[src/rtl/div_job_queue_pkg.sv]
// Shared constants for the divider job queue: the divider's register map, the CPU-facing
// register map, engine FSM states and STATUS bit positions. Package name: div_pkg.
package div_pkg;

    localparam logic [7:0] DIV_INFO = 8'h00;
    localparam logic [7:0] DIV_END  = 8'h04;
    localparam logic [7:0] DIV_SOR  = 8'h08;
    localparam logic [7:0] DIV_QUO  = 8'h0C;
    localparam logic [7:0] DIV_REM  = 8'h10;

    localparam logic [7:0] REG_STATUS   = 8'h00;
    localparam logic [7:0] REG_DIVISOR  = 8'h04;
    localparam logic [7:0] REG_DIVIDEND = 8'h08;
    localparam logic [7:0] REG_QUO      = 8'h0C;
    localparam logic [7:0] REG_REM      = 8'h10;
    localparam logic [7:0] REG_POP      = 8'h14;

    localparam int STAT_JOB_EMPTY = 0;
    localparam int STAT_JOB_FULL  = 1;
    localparam int STAT_RES_EMPTY = 2;
    localparam int STAT_RES_FULL  = 3;
    localparam int STAT_BUSY      = 4;
    localparam int STAT_OVF       = 5;
    localparam int STAT_UNF       = 6;
    localparam int STAT_HEAD_DZ   = 7;

    typedef enum logic [2:0] {
        ST_IDLE,
        ST_WR_END,
        ST_WR_SOR,
        ST_GAP,
        ST_POLL,
        ST_RD_QUO,
        ST_RD_REM,
        ST_PUSH
    } state_e;

endpackage

[src/rtl/div_job_queue_if.sv]
// Bus bundle of the job queue: CPU-side register port plus the divider register port it drives.
interface div_job_queue_if;
    logic [7:0]  address;
    logic [31:0] write_data;
    logic [31:0] read_data;
    logic        we;
    logic        re;
    logic [7:0]  div_address;
    logic [31:0] div_write_data;
    logic [31:0] div_read_data;
    logic        div_we;
    logic        div_re;

    modport slave (
        input  address, write_data, we, re, div_read_data,
        output read_data, div_address, div_write_data, div_we, div_re
    );

    modport master (
        output address, write_data, we, re, div_read_data,
        input  read_data, div_address, div_write_data, div_we, div_re
    );
endinterface

[src/rtl/div_job_queue_fifo.sv]
// Synchronous FIFO with combinational head read; push when full and pop when empty are ignored.
module sync_fifo #(
    parameter int WIDTH = 64,
    parameter int DEPTH = 4,
    localparam int AW = $clog2(DEPTH)
) (
    input  logic             clk,
    input  logic             rst,
    input  logic             push,
    input  logic             pop,
    input  logic [WIDTH-1:0] wdata,
    output logic [WIDTH-1:0] rdata,
    output logic             full,
    output logic             empty,
    output logic [AW:0]      count
);
    logic [WIDTH-1:0] mem_q [DEPTH];
    logic [AW-1:0]    wr_ptr_q, wr_ptr_d, rd_ptr_q, rd_ptr_d;
    logic [AW:0]      count_q, count_d;
    logic             push_ok, pop_ok;

    assign full    = (count_q == (AW+1)'(DEPTH));
    assign empty   = (count_q == '0);
    assign count   = count_q;
    assign rdata   = mem_q[rd_ptr_q];
    assign push_ok = push & ~full;
    assign pop_ok  = pop & ~empty;

    always_comb begin
        wr_ptr_d = wr_ptr_q;
        rd_ptr_d = rd_ptr_q;
        count_d  = count_q;
        if (push_ok) wr_ptr_d = wr_ptr_q + 1'b1;
        if (pop_ok)  rd_ptr_d = rd_ptr_q + 1'b1;
        unique case ({push_ok, pop_ok})
            2'b10:   count_d = count_q + 1'b1;
            2'b01:   count_d = count_q - 1'b1;
            default: count_d = count_q;
        endcase
    end

    always_ff @(posedge clk or posedge rst) begin
        if (rst) begin
            wr_ptr_q <= '0;
            rd_ptr_q <= '0;
            count_q  <= '0;
        end else begin
            wr_ptr_q <= wr_ptr_d;
            rd_ptr_q <= rd_ptr_d;
            count_q  <= count_d;
        end
    end

    // Storage carries no reset; only pointers and count define validity.
    always_ff @(posedge clk) begin
        if (push_ok) mem_q[wr_ptr_q] <= wdata;
    end
endmodule

[src/rtl/div_job_queue.sv]
// Command stage in front of the sequential divider: queues CPU jobs, runs them through the divider,
// queues results. Optional feature macro: DIVQ_ZERO_BYPASS_EN (divide-by-zero jobs skip the divider).
module div_job_queue
    import div_pkg::*;
#(
    parameter int JOB_DEPTH = 4,
    parameter int RES_DEPTH = 4
) (
    input logic           clk,
    input logic           rst,
    div_job_queue_if.slave bus
);
    localparam int JAW = $clog2(JOB_DEPTH);
    localparam int RAW = $clog2(RES_DEPTH);
`ifdef DIVQ_ZERO_BYPASS_EN
    localparam int RES_W = 65;
`else
    localparam int RES_W = 64;
`endif

    state_e      state_q, state_d;
    logic [31:0] divisor_q, divisor_d, last_dividend_q, last_dividend_d;
    logic        ovf_q, ovf_d, unf_q, unf_d;
    logic [31:0] hold_divisor_q, hold_divisor_d, hold_dividend_q, hold_dividend_d;
    logic [31:0] quo_q, quo_d, rem_q, rem_d;
`ifdef DIVQ_ZERO_BYPASS_EN
    logic        dz_q, dz_d;
`endif

    logic             job_pop, job_full, job_empty;
    logic [63:0]      job_rdata;
    logic [JAW:0]     job_count;
    logic             res_push, res_full, res_empty;
    logic [RES_W-1:0] res_wdata, res_rdata;
    logic [RAW:0]     res_count;
    logic             wr_status, wr_divisor, wr_dividend, wr_pop;
    logic             head_dz;
    logic [31:0]      status;
    logic             unused_re;
    logic [7:0]       div_address;
    logic [31:0]      div_write_data;
    logic             div_we, div_re;

    assign unused_re   = bus.re;
    assign wr_status   = bus.we && (bus.address == REG_STATUS);
    assign wr_divisor  = bus.we && (bus.address == REG_DIVISOR);
    assign wr_dividend = bus.we && (bus.address == REG_DIVIDEND);
    assign wr_pop      = bus.we && (bus.address == REG_POP);

    sync_fifo #(.WIDTH(64), .DEPTH(JOB_DEPTH)) u_job_fifo (
        .clk(clk), .rst(rst), .push(wr_dividend), .pop(job_pop),
        .wdata({divisor_q, bus.write_data}), .rdata(job_rdata),
        .full(job_full), .empty(job_empty), .count(job_count)
    );

    sync_fifo #(.WIDTH(RES_W), .DEPTH(RES_DEPTH)) u_res_fifo (
        .clk(clk), .rst(rst), .push(res_push), .pop(wr_pop),
        .wdata(res_wdata), .rdata(res_rdata),
        .full(res_full), .empty(res_empty), .count(res_count)
    );

`ifdef DIVQ_ZERO_BYPASS_EN
    assign res_wdata = {dz_q, quo_q, rem_q};
    assign head_dz   = res_rdata[64] & ~res_empty;
`else
    assign res_wdata = {quo_q, rem_q};
    assign head_dz   = 1'b0;
`endif

    always_comb begin
        status                 = '0;
        status[STAT_JOB_EMPTY] = job_empty;
        status[STAT_JOB_FULL]  = job_full;
        status[STAT_RES_EMPTY] = res_empty;
        status[STAT_RES_FULL]  = res_full;
        status[STAT_BUSY]      = (state_q != ST_IDLE);
        status[STAT_OVF]       = ovf_q;
        status[STAT_UNF]       = unf_q;
        status[STAT_HEAD_DZ]   = head_dz;
        status[15:8]           = 8'(job_count);
        status[23:16]          = 8'(res_count);
    end

    always_comb begin
        bus.read_data = '0;
        case (bus.address)
            REG_STATUS:   bus.read_data = status;
            REG_DIVISOR:  bus.read_data = divisor_q;
            REG_DIVIDEND: bus.read_data = last_dividend_q;
            REG_QUO:      bus.read_data = res_empty ? 32'h0 : res_rdata[63:32];
            REG_REM:      bus.read_data = res_empty ? 32'h0 : res_rdata[31:0];
            default:      bus.read_data = '0;
        endcase
    end

    // Sticky flags: set on a rejected access, cleared by W1C on STATUS.
    always_comb begin
        divisor_d       = wr_divisor  ? bus.write_data : divisor_q;
        last_dividend_d = wr_dividend ? bus.write_data : last_dividend_q;
        ovf_d = (ovf_q & ~(wr_status & bus.write_data[STAT_OVF])) | (wr_dividend & job_full);
        unf_d = (unf_q & ~(wr_status & bus.write_data[STAT_UNF])) | (wr_pop & res_empty);
    end

    always_comb begin
        state_d         = state_q;
        job_pop         = 1'b0;
        res_push        = 1'b0;
        div_we          = 1'b0;
        div_re          = 1'b0;
        div_address     = '0;
        div_write_data  = '0;
        hold_divisor_d  = hold_divisor_q;
        hold_dividend_d = hold_dividend_q;
        quo_d           = quo_q;
        rem_d           = rem_q;
`ifdef DIVQ_ZERO_BYPASS_EN
        dz_d            = dz_q;
`endif
        case (state_q)
            ST_IDLE: begin
                if (!job_empty && !res_full) begin
                    job_pop         = 1'b1;
                    hold_divisor_d  = job_rdata[63:32];
                    hold_dividend_d = job_rdata[31:0];
                    state_d         = ST_WR_END;
`ifdef DIVQ_ZERO_BYPASS_EN
                    dz_d = 1'b0;
                    if (job_rdata[63:32] == 32'h0) begin
                        quo_d   = 32'hFFFF_FFFF;
                        rem_d   = job_rdata[31:0];
                        dz_d    = 1'b1;
                        state_d = ST_PUSH;
                    end
`endif
                end
            end
            ST_WR_END: begin
                div_we         = 1'b1;
                div_address    = DIV_END;
                div_write_data = hold_divisor_q;
                state_d        = ST_WR_SOR;
            end
            ST_WR_SOR: begin
                div_we         = 1'b1;
                div_address    = DIV_SOR;
                div_write_data = hold_dividend_q;
                state_d        = ST_GAP;
            end
            // The divider's busy flag lags the SOR write by one cycle.
            ST_GAP: state_d = ST_POLL;
            ST_POLL: begin
                div_re      = 1'b1;
                div_address = DIV_INFO;
                if (bus.div_read_data[0]) state_d = ST_RD_QUO;
            end
            ST_RD_QUO: begin
                div_re      = 1'b1;
                div_address = DIV_QUO;
                quo_d       = bus.div_read_data;
                state_d     = ST_RD_REM;
            end
            ST_RD_REM: begin
                div_re      = 1'b1;
                div_address = DIV_REM;
                rem_d       = bus.div_read_data;
                state_d     = ST_PUSH;
            end
            ST_PUSH: begin
                res_push = 1'b1;
                state_d  = ST_IDLE;
            end
            default: state_d = ST_IDLE;
        endcase
    end

    assign bus.div_address    = div_address;
    assign bus.div_write_data = div_write_data;
    assign bus.div_we         = div_we;
    assign bus.div_re         = div_re;

    always_ff @(posedge clk or posedge rst) begin
        if (rst) begin
            state_q         <= ST_IDLE;
            divisor_q       <= '0;
            last_dividend_q <= '0;
            ovf_q           <= 1'b0;
            unf_q           <= 1'b0;
        end else begin
            state_q         <= state_d;
            divisor_q       <= divisor_d;
            last_dividend_q <= last_dividend_d;
            ovf_q           <= ovf_d;
            unf_q           <= unf_d;
        end
    end

    always_ff @(posedge clk) begin
        hold_divisor_q  <= hold_divisor_d;
        hold_dividend_q <= hold_dividend_d;
        quo_q           <= quo_d;
        rem_q           <= rem_d;
`ifdef DIVQ_ZERO_BYPASS_EN
        dz_q            <= dz_d;
`endif
    end
endmodule

[src/flat_wrapper.sv]
// flat-port wrapper written by rule: the top's interface ports become plain ports
module div_job_queue_flat import div_pkg::*;
#(
    parameter int JOB_DEPTH = 4,
    parameter int RES_DEPTH = 4
)
  (clk, rst, bus_address, bus_write_data, bus_we, bus_re, bus_div_read_data, bus_read_data, bus_div_address, bus_div_write_data, bus_div_we, bus_div_re);
  div_job_queue_if bus_i ();
  input logic clk;
  input logic rst;
  input wire logic [$bits(bus_i.address)-1:0] bus_address;
  input wire logic [$bits(bus_i.write_data)-1:0] bus_write_data;
  input wire logic [$bits(bus_i.we)-1:0] bus_we;
  input wire logic [$bits(bus_i.re)-1:0] bus_re;
  input wire logic [$bits(bus_i.div_read_data)-1:0] bus_div_read_data;
  output wire logic [$bits(bus_i.read_data)-1:0] bus_read_data;
  output wire logic [$bits(bus_i.div_address)-1:0] bus_div_address;
  output wire logic [$bits(bus_i.div_write_data)-1:0] bus_div_write_data;
  output wire logic [$bits(bus_i.div_we)-1:0] bus_div_we;
  output wire logic [$bits(bus_i.div_re)-1:0] bus_div_re;
  assign bus_i.address = bus_address;
  assign bus_i.write_data = bus_write_data;
  assign bus_i.we = bus_we;
  assign bus_i.re = bus_re;
  assign bus_i.div_read_data = bus_div_read_data;
  assign bus_read_data = bus_i.read_data;
  assign bus_div_address = bus_i.div_address;
  assign bus_div_write_data = bus_i.div_write_data;
  assign bus_div_we = bus_i.div_we;
  assign bus_div_re = bus_i.div_re;
  div_job_queue #(.JOB_DEPTH(JOB_DEPTH), .RES_DEPTH(RES_DEPTH)) u_core (.clk(clk), .rst(rst), .bus(bus_i));
endmodule
[config.mk]
export PLATFORM = sky130hd
export DESIGN_NAME = div_job_queue_flat
export DESIGN_NICKNAME = d
export VERILOG_FILES = /design/src/rtl/div_job_queue_pkg.sv /design/src/rtl/div_job_queue_if.sv /design/src/rtl/div_job_queue_fifo.sv /design/src/rtl/div_job_queue.sv /design/src/flat_wrapper.sv
export SDC_FILE = /design/constraint.sdc
export NUM_CORES = 1
export LEC_CHECK = 0
export BUFFER_PORTS_ARGS = -buffer_cell sky130_fd_sc_hd__buf_2
export CAP_MARGIN = 20
export CORE_MARGIN = 8
export CORE_UTILIZATION = 45
export DETAILED_ROUTE_END_ITERATION = 10
export PLACE_DENSITY = 0.59
export SLEW_MARGIN = 20
export SYNTH_ARGS = -nofsm -noshare
export SYNTH_HDL_FRONTEND = slang
export SYNTH_SLANG_ARGS = --single-unit
[constraint.sdc]
create_clock -name clk -period 11.6 [get_ports clk]
set_input_delay 0.58 -clock clk [delete_from_list [all_inputs] [get_ports clk]]
set_output_delay 0.58 -clock clk [all_outputs]
set_load 0.02 [all_outputs]
==> results.cfg, run 1 <==
[cells_and_area]
postLayoutCoreUtil_pct = 52.17
layout-drive-gt1-share_pct = 32.67
fin_area_um2 = 31370
layout.nets = 1535
nFillCells = 4777
instances_no_fill = 2284
multi_input_area_um2 = 5649
syn_to_final_growth_pct = 15.01
seqCellArea_um2 = 21310

[floorplan]
rows = 90
dieWidth_um = 262.2
die_h_um = 262.2
start_util_pct = 45.36
io_pins = 150
core_um2 = 60130
die_area_um2 = 68750

[setup_path]
crit_fanout = 37
cp.required_ns = 11.02
r2r-start = u_core.u_res_fifo.count[2]$_DFFE_PP0P_
worstPathArrival_ns = 3.77
reg2reg_depth = 4
rr_endpoint = u_core.u_res_fifo.mem_q[3][53]$_DFFE_PP_
crit_path_start_kind = flop
r2r_slack_ns = 8.69
cp-end-kind = output pin
crit_type = reg2out

[logic_synthesis]
synth_top_area_share_pct = 70.46
ys.flop_type = edfxtp_1
synth_area_um2 = 27280
ys_ff_latch = 723
synthTopCellsByCount = edfxtp_1 (640), mux4_2 (128), dfrtp_1 (83), a22oi_1 (48), clkbuf_1 (34)
synth-seq-area-share_pct = 78.07
synth_area_per_cell_um2 = 21.66
ys_async_sr_fraction_pct = 11.48
yosys_warnings = 0
synthMostInstantiatedCell = edfxtp_1
synth.largest_area_cell = edfxtp_1
synth-edff-count = 640
synthCells = 1259
ys_types = 49
synthTopCellsByArea = edfxtp_1 (70%), mux4_2 (11%), dfrtp_1 (7.6%)

[placed_design]
numPortBuffers = 143
post-dp-hpwl_mm = 33.75
place_congestion = 0.7530
dp_cells = 2145
placed_cell_area_um2 = 28910

[sta]
clock.fmax_mhz = 230.1
finalClockSkew_ns = 0.02265
rsz0062_at_grt = false
relSlewSlack_pct = 27.41
final_hold_viol_count = 0
maxSlewViolCount = 0
finalSetupViolations = 0
min_period_over_period_pct = 37.46
min_period_ns = 4.345
setup-tns-final_ns = 0
worstMarginPinSlew_ns = 1.087

[power_and_ir_drop]
combPwrFrac_pct = 14.7
clock_power_share_pct = 36.1
switching_share_pct = 24.90
p_switching_mw = 1.639
peakVddDrop_mv = 0.1456
power_mw = 6.583
p_leak_nw = 10.85
power.density_nw_per_um2 = 209.8
power.internal_mw = 4.943
seqPwrFrac_pct = 49.2

[hold_path]
min_to = u_core.quo_q[22]$_DFFE_PN_
worstHoldPathCells = 1
holdCritStartpoint = bus_div_read_data[22]
hp-class = in2reg

[run_status]
outcome = finished clean

[clock_network]
cts_buffers = 76
clk_latency_ns = 0.60
cts_tree = yes
cts.reportedPaths.clkPinSlew_ns = 0.06
root_buffer = clkbuf_16
cts_max_path_buffers = 3
post_cts_buffers = 0
ctsHtreeMaxLevel = 3
cts.sinks = 723

[global_routing]
grt_pass1_wl_mm = 86.97
grt-ovfl-total = 0
antenna_found_initial = 6
grt_max_degree = 66
gr-usage-all-layers_pct = 16.74
grt_pass1_vias = 13340

[detailed_routing]
drt_iter0_markers = 1039
postRouteAntennaNets = 0
via_count = 12660
wire_per_inst_um = 25.63
drt_first_pass_iters = 5
drt-total-wl_mm = 58.55
viasPerCell = 5.543
route.detailed.drc = 0

[flow_run]
maxCapViolations = 0
[placed cells by master, fill, tap and decap left out, types with 12 or more instances in the layout]
master	netlist	final
edfxtp_1	640	640
buf_2	13	143
mux4_2	128	128
clkbuf_16	0	79
dfrtp_1	83	79
a22oi_1	48	48
a22o_1	33	33
o21ai_0	32	32
mux2_2	31	31
mux2_4	29	29
buf_4	5	24
nand2_1	19	19
clkbuf_1	34	19
inv_1	18	17
nor2_1	16	16
clkinv_1	2	15
ha_1	15	15
mux2i_1	12	12
[metal layers]
layer	part of all wire [%]	vias to the layer above	GRT usage, %
li1	-	5527	-
met1	44	6712	23.28
met2	49	361	26.84
met3	5.6	60	3.181
met4	1.8	0	5.005
met5	0	-	0
[how the worst max path moves through the flow]
stage / startpoint / to / slack (ns) / cells past startpoint
after floorplan: u_core.state_q[0]$_DFFE_PP0P_ / u_core.hold_dividend_q[0]$_DFFE_PN_ / 5.52 / 4
after CTS: u_core.u_res_fifo.rd_ptr_q[0]$_DFFE_PP0P_ / bus_read_data[12] / 7.10 / 5
after global routing: u_core.u_res_fifo.rd_ptr_q[0]$_DFFE_PP0P_ / bus_read_data[12] / 7.04 / 5
final: u_core.u_res_fifo.rd_ptr_q[0]$_DFFE_PP0P_ / bus_read_data[17] / 7.25 / 5
after global placement: u_core.u_res_fifo.rd_ptr_q[0]$_DFFE_PP0P_ / bus_read_data[12] / 7.76 / 5
after detailed placement: u_core.u_res_fifo.rd_ptr_q[0]$_DFFE_PP0P_ / bus_read_data[12] / 7.76 / 5
[per-stage QoR]
stage / hold slack, ns / setup WS (ns)
final: 0.1767 / 7.255
after global routing: 0.1563 / 7.037
after CTS: 0.1382 / 7.099
after detailed placement: 0.4629 / 7.765
after global placement: 0.4540 / 7.764
after floorplan: 0.4587 / 5.524
[cells by family (layout without fill, tap and decap cells)]
logic type	Yosys count	in the layout	share of synthesized area [%]
DFF	723	723	78.07
buffers and inverters	87	324	1.463
muxes	206	206	14.13
other	1	7	0.01375
and+or+nand+nor	79	79	1.615
adders and majority gates	17	17	0.8349
AOI/OAI and AO/OA	134	134	3.482
xor gates and xnor gates	12	12	0.3853
[state kept, by name, summed over array words and instances, names as in the netlist, 3 cells and up]
| signal | cells |
|---|---|
| u_core.u_job_fifo.mem_q | 256 |
| u_core.state_q | 3 |
| u_core.hold_dividend_q | 32 |
| u_core.divisor_q | 32 |
| u_core.u_res_fifo.count | 3 |
| u_core.u_res_fifo.mem_q | 256 |
| u_core.hold_divisor_q | 32 |
| u_core.quo_q | 32 |
| u_core.rem_q | 32 |
| u_core.u_job_fifo.count | 3 |
| u_core.last_dividend_q | 32 |
[final cells by class]
| type | count | share of cell area [%] |
|---|---|---|
| well taps | 782 | 3.119 |
| repair buffers | 168 | 2.888 |
| inverters | 20 | 0.2433 |
| clock buffers | 101 | 6.661 |
| diodes | 2 | 0.01595 |
| flip-flops and latches | 723 | 67.92 |
| clock inverters | 35 | 1.149 |
| multi-input cells | 453 | 18.01 |
[critical path, stage by stage (launching register included)]
cell and delay, ns:
dfrtp_4 0.94, buf_4 0.67, mux4_2 0.58, a22oi_1 0.29, o21ai_0 0.36, buf_2 0.28
[power by group through the flow]
stage / Sequential, mW / Clock, mW / Combinational, mW
global route: 3.26 / 2.53 / 1.05
detailed placement: 3.29 / 0 / 0.997
CTS: 3.24 / 2.43 / 0.998
floorplan: 3.22 / 0 / 0.728
global placement: 3.28 / 0 / 0.983
finish: 3.24 / 2.38 / 0.970
[repair_timing]
action / CTS / global route
endpoints found under the hold margin: 18 / 0
gates resized for setup: 0 / 0
hold buffers: 1 / 0
No activity file was read; power rests on OpenSTA's default activity.
==> run 2, diff against run 1 <==
PLACE_DENSITY = 0.61   (was 0.59)
clock period = 3.7 ns   (was 11.6 ns; I/O delays follow)
==> run 2 against run 1 <==
Effect of this change: global-route usage about the same; core utilization increased by 1.3 points; register-to-register slack got worse by 7.7 ns; critical path depth unchanged; count of clock-buffer cells in the layout decreased by 6; clock skew increased by 0.0028 ns.
==> results.cfg, run 2 (synthesized netlist as in run 1, its figures left out) <==
[floorplan]
die_area_um2 = 68750
die_h_um = 262.2
io_pins = 150
core_um2 = 60130
start_util_pct = 45.36
dieWidth_um = 262.2
rows = 90

[detailed_routing]
drt-total-wl_mm = 58.53
wire_per_inst_um = 24.81
via_count = 12940
drt_first_pass_iters = 5
postRouteAntennaNets = 0
viasPerCell = 5.486
drt_iter0_markers = 1010
route.detailed.drc = 0

[clock_network]
cts_tree = yes
post_cts_buffers = 0
cts_buffers = 73
cts.reportedPaths.clkPinSlew_ns = 0.06
ctsHtreeMaxLevel = 3
clk_latency_ns = 0.62
cts.sinks = 723
cts_max_path_buffers = 3
root_buffer = clkbuf_16

[setup_path]
cp-end-kind = output pin
critPathMaxStageDelay_ns = 0.90
rr_endpoint = u_core.u_job_fifo.count[2]$_DFFE_PP0P_
crit_fanout = 35
reg2reg_depth = 10
r2r_slack_ns = 0.99
crit_path_start_kind = flop
cp_slowest_cell = dfrtp_4
worstPathArrival_ns = 3.14
crit_chain = buf_4 -> mux4_2 -> a22oi_1 -> o21ai_0 -> buf_2
cp.required_ns = 3.51
crit_type = reg2out
r2r-start = u_core.state_q[1]$_DFFE_PP0P_

[hold_path]
hp-class = in2reg
min_to = u_core.ovf_q$_DFF_PP0_
holdCritStartpoint = bus_address[0]
worstHoldPathCells = 5

[sta]
worstMarginPinSlew_ns = 0.8738
final_hold_viol_count = 0
finalSetupViolations = 0
finalClockSkew_ns = 0.02550
maxSlewViolCount = 0
min_period_ns = 3.322
setup-tns-final_ns = 0
min_period_over_period_pct = 89.78
rsz0062_at_grt = false
relSlewSlack_pct = 41.68
clock.fmax_mhz = 301.0

[cells_and_area]
nFillCells = 4668
top_regs = u_core.u_job_fifo.mem_q (256), u_core.u_res_fifo.mem_q (256)
fin_area_um2 = 32160
seqCellArea_um2 = 21310
multi_input_area_um2 = 5650
layout.nets = 1611
layout.cells.most_common = edfxtp_1
layout_common_cells = edfxtp_1 (640), buf_2 (143), mux4_2 (128), dfrtp_1 (79), clkbuf_16 (75)
syn_to_final_growth_pct = 17.91
layout-drive-gt1-share_pct = 31.92

[flow_run]
maxCapViolations = 0

[power_and_ir_drop]
peakVddDrop_mv = 0.3707
p_leak_nw = 11.18
power.density_nw_per_um2 = 635.5

[placed_design]
post-dp-hpwl_mm = 35.74
placed_cell_area_um2 = 29170
place_congestion = 0.7568
numPortBuffers = 143

[global_routing]
gr-usage-all-layers_pct = 16.78
grt_max_degree = 65
antenna_found_initial = 5
grt_pass1_vias = 13760
grt_pass1_wl_mm = 87.64
grt-ovfl-total = 0

[run_status]
outcome = finished clean
## run 2: critical path: cells and delay by family (launching register included)
| family | cells | cell delay [ns] |
|---|---|---|
| compound gates | 2 | 0.44 |
| flops | 1 | 0.90 |
| buf+inv | 2 | 0.62 |
| mux | 1 | 0.53 |
## run 2: layout make-up
class                   count  share of cell area (%)
inverters                  20                  0.2373
diodes                      1                0.007781
multi-input cells         453                   17.57
clock inverters            38                   1.120
repair buffers            247                   5.680
flip-flops and latches    723                   66.24
well taps                 782                   3.042
clock buffers              95                   6.100
## run 2: timing repair
action                    CTS  global route
gates resized for setup     0             0
hold endpoints to repair  299             0
hold buffers               67             0
## run 2: worst max path at each step
stage,startpoint,endpoint,slack (ns),depth (start not counted)
detailed placement,bus_address[5],u_core.u_job_fifo.mem_q[1][19]$_DFFE_PP_,0.71,6
global route,u_core.u_res_fifo.rd_ptr_q[0]$_DFFE_PP0P_,bus_read_data[17],0.21,5
global placement,bus_address[5],u_core.u_job_fifo.mem_q[1][18]$_DFFE_PP_,0.73,6
floorplan,bus_address[5],u_core.u_job_fifo.mem_q[0][0]$_DFFE_PP_,0.21,6
finish,u_core.u_res_fifo.rd_ptr_q[0]$_DFFE_PP0P_,bus_read_data[17],0.38,5
CTS,u_core.u_res_fifo.rd_ptr_q[0]$_DFFE_PP0P_,bus_read_data[30],0.31,5
## run 2: report_power, final
group | internal (mW) | leakage (nW) | switching [mW]
registers | 9.72 | 6.94 | 0.447
clock network | 4.12 | 1.14 | 3.01
logic | 1.41 | 3.10 | 1.74
## run 2: stage by stage
step / setup slack (ns) / power, mW / instances / hold WS [ns] / util [%]
after global placement: 0.7292 / 13.42 / 2158 / 0.3772 / 48.50
after CTS: 0.3134 / 20.70 / 2358 / 0.1662 / 53.48
after global routing: 0.2136 / 21.22 / 2358 / 0.2540 / 53.48
after floorplan: 0.2086 / 12.37 / 1263 / 0.2839 / -
after detailed placement: 0.7147 / 13.50 / 2158 / 0.3770 / 48.50
final: 0.3782 / 20.44 / 2359 / 0.2080 / 53.49
## run 2: per-layer routing
layer / GRT usage (%) / vias up / part of all wire, %
li1: - / 5686 / -
met1: 22.55 / 6848 / 44
met2: 27.48 / 322 / 49
met3: 3.442 / 83 / 4.8
met4: 5.306 / 2 / 2.3
met5: 0 / - / 0.022
